[src/rtl/dvp_capture_pkg.sv]
// Shared types for the DVP capture path: FSM states, RGB565 layout and a window helper.
package dvp_capture_pkg;

  typedef enum logic [1:0] {
    IDLE     = 2'd0,
    WAIT_SOF = 2'd1,
    CAPTURE  = 2'd2,
    DROP     = 2'd3
  } cap_state_t;

  // Byte 0 on the bus carries R and the top of G; byte 1 carries the rest of G and B.
  typedef struct packed {
    logic [4:0] red;
    logic [5:0] green;
    logic [4:0] blue;
  } rgb565_t;

  function automatic logic span_hit(input int v, input int lo, input int n);
    return (v >= lo) && (v < lo + n);
  endfunction

endpackage

[src/rtl/dvp_edge_sync.sv]
// Registers the raw DVP pins once and derives vsync/href edge pulses from the registered copies.
module dvp_edge_sync (
  input  logic       clk,
  input  logic       rst,
  input  logic       vsync,
  input  logic       href,
  input  logic [7:0] pic_data,
  output logic       href_r,
  output logic [7:0] data_r,
  output logic       vsync_rise,
  output logic       vsync_fall,
  output logic       href_fall
);

  logic vsync_r;
  logic vsync_q;
  logic href_q;

  always_ff @(posedge clk) begin
    if (rst) begin
      vsync_r <= 1'b0;
      href_r  <= 1'b0;
      data_r  <= 8'd0;
      vsync_q <= 1'b0;
      href_q  <= 1'b0;
    end else begin
      vsync_r <= vsync;
      href_r  <= href;
      data_r  <= pic_data;
      vsync_q <= vsync_r;
      href_q  <= href_r;
    end
  end

  assign vsync_rise = vsync_r & ~vsync_q;
  assign vsync_fall = ~vsync_r & vsync_q;
  assign href_fall  = ~href_r & href_q;

endmodule

[src/rtl/dvp_frame_capture.sv]
// DVP capture: packs byte pairs into RGB565, crops a fixed window and streams it
// into the picture FIFO, flagging frame completion, drops and malformed lines.
module dvp_frame_capture
  import dvp_capture_pkg::*;
#(
  parameter int IMG_W   = 320,
  parameter int IMG_H   = 240,
  parameter int CROP_X0 = 48,
  parameter int CROP_Y0 = 8,
  parameter int OUT_W   = 224,
  parameter int OUT_H   = 224
) (
  input  logic        clk,
  input  logic        rst,
  input  logic        vsync,
  input  logic        href,
  input  logic [7:0]  pic_data,
  input  logic        enable,
  input  logic        fifo_full,
  output logic        pix_valid,
  output logic [15:0] pix_data,
  output logic        pix_first,
  output logic        pix_last,
  output logic        frame_done,
  output logic        frame_drop,
  output logic        err_line,
  output logic [15:0] frame_cnt
);

  localparam int CW = $clog2(IMG_W + 1);
  localparam int RW = $clog2(IMG_H + 1);
  localparam logic [CW-1:0] COL_MAX = CW'(IMG_W);
  localparam logic [RW-1:0] ROW_MAX = RW'(IMG_H);
  localparam logic [CW-1:0] X_FIRST = CW'(CROP_X0);
  localparam logic [CW-1:0] X_LAST  = CW'(CROP_X0 + OUT_W - 1);
  localparam logic [RW-1:0] Y_FIRST = RW'(CROP_Y0);
  localparam logic [RW-1:0] Y_LAST  = RW'(CROP_Y0 + OUT_H - 1);

  logic          href_r;
  logic [7:0]    data_r;
  logic          vsync_rise;
  logic          vsync_fall;
  logic          href_fall;

  cap_state_t    state;
  logic [CW-1:0] col;
  logic [RW-1:0] row;
  logic          phase;
  logic [7:0]    hi_byte;

  logic          in_win;
  logic          pixel_due;
  logic          is_first;
  logic          is_last;

  dvp_edge_sync u_sync (
    .clk        (clk),
    .rst        (rst),
    .vsync      (vsync),
    .href       (href),
    .pic_data   (pic_data),
    .href_r     (href_r),
    .data_r     (data_r),
    .vsync_rise (vsync_rise),
    .vsync_fall (vsync_fall),
    .href_fall  (href_fall)
  );

  // The window lies inside the sensor area, so a hit also implies col/row are unsaturated.
  assign in_win    = span_hit(int'(col), CROP_X0, OUT_W) && span_hit(int'(row), CROP_Y0, OUT_H);
  assign pixel_due = href_r && phase && in_win;
  assign is_first  = (col == X_FIRST) && (row == Y_FIRST);
  assign is_last   = (col == X_LAST) && (row == Y_LAST);

  always_ff @(posedge clk) begin
    if (rst) begin
      state      <= IDLE;
      col        <= '0;
      row        <= '0;
      phase      <= 1'b0;
      hi_byte    <= 8'd0;
      pix_valid  <= 1'b0;
      pix_data   <= 16'd0;
      pix_first  <= 1'b0;
      pix_last   <= 1'b0;
      frame_done <= 1'b0;
      frame_drop <= 1'b0;
      err_line   <= 1'b0;
      frame_cnt  <= 16'd0;
    end else begin
      pix_valid  <= 1'b0;
      pix_first  <= 1'b0;
      pix_last   <= 1'b0;
      frame_done <= 1'b0;
      frame_drop <= 1'b0;
      err_line   <= 1'b0;

      if (pix_valid && pix_last) begin
        frame_done <= 1'b1;
        frame_cnt  <= frame_cnt + 16'd1;
      end

      if (vsync_fall) begin
        col   <= '0;
        row   <= '0;
        phase <= 1'b0;
      end else if (href_fall) begin
        col   <= '0;
        phase <= 1'b0;
        if (row != ROW_MAX) row <= row + RW'(1);
        if ((col != COL_MAX || phase) && (state == CAPTURE || state == DROP)) err_line <= 1'b1;
      end else if (href_r) begin
        if (!phase) begin
          hi_byte <= data_r;
          phase   <= 1'b1;
        end else begin
          phase <= 1'b0;
          if (col != COL_MAX) col <= col + CW'(1);
        end
      end

      // Leaving CAPTURE only at frame end or drop is what defers a mid-frame enable drop.
      case (state)
        IDLE:     if (enable) state <= WAIT_SOF;
        WAIT_SOF: begin
          if (!enable)        state <= IDLE;
          else if (vsync_fall) state <= CAPTURE;
        end
        CAPTURE: begin
          if (vsync_rise) begin
            frame_drop <= 1'b1;
            state      <= WAIT_SOF;
          end else if (pixel_due) begin
            if (fifo_full) begin
              frame_drop <= 1'b1;
              state      <= DROP;
            end else begin
              pix_valid <= 1'b1;
              pix_data  <= {hi_byte, data_r};
              pix_first <= is_first;
              pix_last  <= is_last;
              if (is_last) state <= WAIT_SOF;
            end
          end
        end
        DROP:     if (vsync_rise) state <= WAIT_SOF;
        default:  state <= IDLE;
      endcase
    end
  end

endmodule

[config.mk]
export PLATFORM = sky130hd
export DESIGN_NAME = dvp_frame_capture
export DESIGN_NICKNAME = d
export VERILOG_FILES = /design/src/rtl/dvp_capture_pkg.sv /design/src/rtl/dvp_edge_sync.sv /design/src/rtl/dvp_frame_capture.sv
export SDC_FILE = /design/constraint.sdc
export NUM_CORES = 1
export LEC_CHECK = 0
export ABC_AREA = 1
export BUFFER_PORTS_ARGS = -buffer_cell sky130_fd_sc_hd__clkbuf_2
export CAP_MARGIN = 20
export CORE_MARGIN = 4
export CORE_UTILIZATION = 40
export CTS_BUF_LIST = sky130_fd_sc_hd__clkbuf_2 sky130_fd_sc_hd__clkbuf_4 sky130_fd_sc_hd__clkbuf_8
export DETAILED_ROUTE_END_ITERATION = 10
export PLACE_DENSITY = 0.7
export RECOVER_POWER = 100
export SLEW_MARGIN = 0
export SYNTH_ARGS = -nofsm -noshare
export SYNTH_HDL_FRONTEND = slang
export SYNTH_SLANG_ARGS = --single-unit
[constraint.sdc]
create_clock -name clk -period 1.9 [get_ports clk]
set_input_delay 0.38 -clock clk [delete_from_list [all_inputs] [get_ports clk]]
set_output_delay 0.38 -clock clk [all_outputs]
set_load 0.005 [all_outputs]
==> key figures <==
Die
  • Die height: roughly 100 um
  • Die ar.: a little over 0.01 mm^2
  • I/O Pins: 52
  • Die width: around 100 um
  • Core area: about 0.0083 mm^2
  • Initial core utilization: between 40% and 50%
  • Site row count: 33

Global route
  • Initial antenna violation count: 0
  • Vias in the first global route: between 2000 and 3000
  • First-pass GRT wire length: ~13000 um
  • Met1 usage: approximately 20%
  • All-layer global routing usage: between 15 and 20%
  • Met3 Use GR: 2.91%
  • Remaining global-route overflow: 0
  • Busiest grt layer: met2
  • Routing usage on met2: 25.0%
  • Pin count of the biggest net entering global routing: 26

Run status
  • Status: finished clean

Timing
  • Final Setup Violations: 0
  • Tcrit/Tclk final: 89.8%
  • Worst Skew: 0.0124 ns
  • RSZ-0062 raised after global routing: no
  • Minimum clock period after layout: ~1.7 ns
  • Slew Viols, Final: 0
  • Max-slew headroom: 21.8%
  • Sum Neg Setup Slack: 0 ns
  • Fmax: about 590 MHz
  • Endpoints failing hold: 0
  • Worst slew pin tran: between 1 and 1.5 ns

Clocking
  • Reg clk slew, reported paths: 0.09 ns
  • CTS tree: built
  • Clk root buf: clkbuf_8
  • Hold Buf Count CTS: 0
  • Clock tree buffer depth: 2
  • Cts repair resizes: 0
  • Post-CTS setup repair buffer count: 0
  • CTS buffer count: 9
  • CTS sink cnt: just under 80
  • Worst-skew pair later-pin latency: ~0.35 ns
  • H-tree depth: 3

Setup path
  • Nature of the critical path endpoint: flop
  • Reg2Reg Setup Slack: between 0.15 and 0.2 ns
  • Critical Path Start: col[4]
  • Worst Path Required: around 2.1 ns
  • Worst r2r src: col[4]
  • CP Max Fanout: 19
  • Worst Setup EP: pix_data[10]
  • WP data arrival: around 1.9 ns
  • Worst r2r path cells: 8
  • Reg2reg end: pix_data[10]
  • Crit path kind: flop to flop
  • CP Launch Type: flop

Layout
  • Design Area, Final: between 0.003 and 0.004 mm^2
  • Antenna fix cells: 0
  • Layout cells sized above 1: between 10% and 20%
  • Final nets: 554
  • Commonest non-fill, non-tap cell in the layout: nand2_1
  • Most frequent cells in the layout: nand2_1 (93), dfxtp_1 (78), nor2_1 (77), inv_1 (56), a21oi_1 (42)
  • Syn-to-layout area delta: 14.7%

Routing
  • DR pass1 iterations: 4
  • Post-route DRC: 0
  • Final WL: between 7000 and 8000 um
  • DRT iter0 DRCs: between 100 and 150
  • Routed WL per cell: about 12 um
  • Routed vias: roughly 3100
  • Avg Vias per Cell: between 4 and 5
  • Remaining antenna violation count: 0

Logic synthesis
  • Syn. warnings: 0
  • Post-synthesis sequential area ratio: around 45%
  • Synth top area cells: dfxtp_1 (45%), nand2_1 (10%), nor2_1 (8.2%)
  • Post-synth net total: between 400 and 500
  • Post-synth top area cell: dfxtp_1
  • Syn Area/Cell: roughly 7.3 um^2
  • Synth Cell Area: 0.00346 mm^2
  • Synth unique cells: 30
  • Post-synth top area share: 45.1%
  • Post-Synthesis Cells: 472
  • Synth Register Bits: 78

Power and ir drop
  • Maximum VDD drop: ~0.00047 V
  • Cell area power density: roughly 840 mW/mm^2
  • Total power: 3330 uW
  • LEAKAGE: roughly 0.0017 uW

Place
  • Post-DP HPWL: approximately 5500 um
  • Area after DPL: 0.00384 mm^2
  • RD Place Congestion: around 0.85
  • IO buf count: between 50 and 60

Run
  • Max Cap Viol: 0

Min path
  • Hold crit path type: input port to flop
-- critical path, stage by stage, from the launching register on --
cell	delay, ns
dfxtp_1	0.35
nor2_1	0.18
nand2_1	0.11
nand2_2	0.07
nand3_1	0.18
nor2_8	0.29
nand2_4	0.20
nand2_1	0.10
a21oi_1	0.06
-- cell type report --
class	count	area (um^2)
Fill cell	837	4330
Clock buffer	9	124
Inverter	56	210
Clock inverter	7	80.1
Multi-Input combinational cell	327	1590
Tap cell	105	131
Timing Repair Buffer	59	272
Sequential cell	78	1560
-- metrics by stage --
stage / util [%] / setup WS (ns) / hold slack, ns / std cells
5_1_grt: 47.8 / 0.0555 / 0.212 / 641
4_1_cts: 48.7 / 0.264 / 0.202 / 641
3_3_place_gp: 46.3 / 0.327 / 0.432 / 625
6_report: 47.8 / 0.194 / 0.214 / 641
2_1_floorplan: - / 0.453 / 0.422 / 472
3_5_place_dp: 46.3 / 0.273 / 0.443 / 625
-- cell families (layout without fill, tap and decap cells) --
| family | Yosys count | after routing | synth area share [%] |
|---|---|---|---|
| DFF | 78 | 78 | 45.1 |
| AOI/OAI and AO/OA | 66 | 66 | 9.98 |
| buffers and inverters | 67 | 131 | 7.99 |
| xor gates and xnor gates | 8 | 8 | 2.02 |
| adders and majority gates | 9 | 9 | 3.25 |
| and+or+nand+nor | 244 | 244 | 31.6 |
-- synthesized netlist by cell type, drive strengths merged --
cell type  instances
nor4               1
o21ai             18
a31oi              1
o21bai             2
clkbuf             6
dfxtp             78
nor3              16
ha                 9
a211oi             2
a21oi             42
nor3b              3
inv               56
nand3             41
or2                1
buf                5
nand2             97
o221ai             1
xor2               5
nand4              5
xnor2              3
nor2              80
-- layer usage --
| layer | up-vias | share of wire [%] | wire length [um] |
|---|---|---|---|
| li1 | 1623 | - | - |
| met1 | 1400 | 48 | 3560 |
| met2 | 58 | 47 | 3480 |
| met3 | 10 | 3.9 | 288 |
| met4 | 0 | 1.9 | 139 |
| met5 | - | 0 | 0 |
-- report_power, final --
part           internal, uW  leakage [uW]  total [uW]  switching, uW
clock network           628      0.000103        1280            656
logic                   118      0.000934         321            204
registers              1680      0.000633        1730           40.6
total                  2430       0.00167        3330            900
-- how the worst min path moves through the flow --
stage | from | endpoint | slack [ns] | depth (start not counted)
after global placement | u_sync.vsync_r | u_sync.vsync_q | 0.43 | 2
final | pic_data[3] | u_sync.data_r[3] | 0.21 | 3
after CTS | pic_data[7] | u_sync.data_r[7] | 0.20 | 3
after floorplan | u_sync.vsync_r | u_sync.vsync_q | 0.42 | 2
after detailed placement | u_sync.vsync_r | u_sync.vsync_q | 0.44 | 2
after global routing | pic_data[4] | u_sync.data_r[4] | 0.21 | 3
-- state kept, by name (all words and copies together), names as in the netlist, 2 cells and up --
register	cells
col	9
frame_cnt	16
hi_byte	8
pix_data	16
row	8
state	2
u_sync.data_r	8
Power figures use the tool's default switching activity.
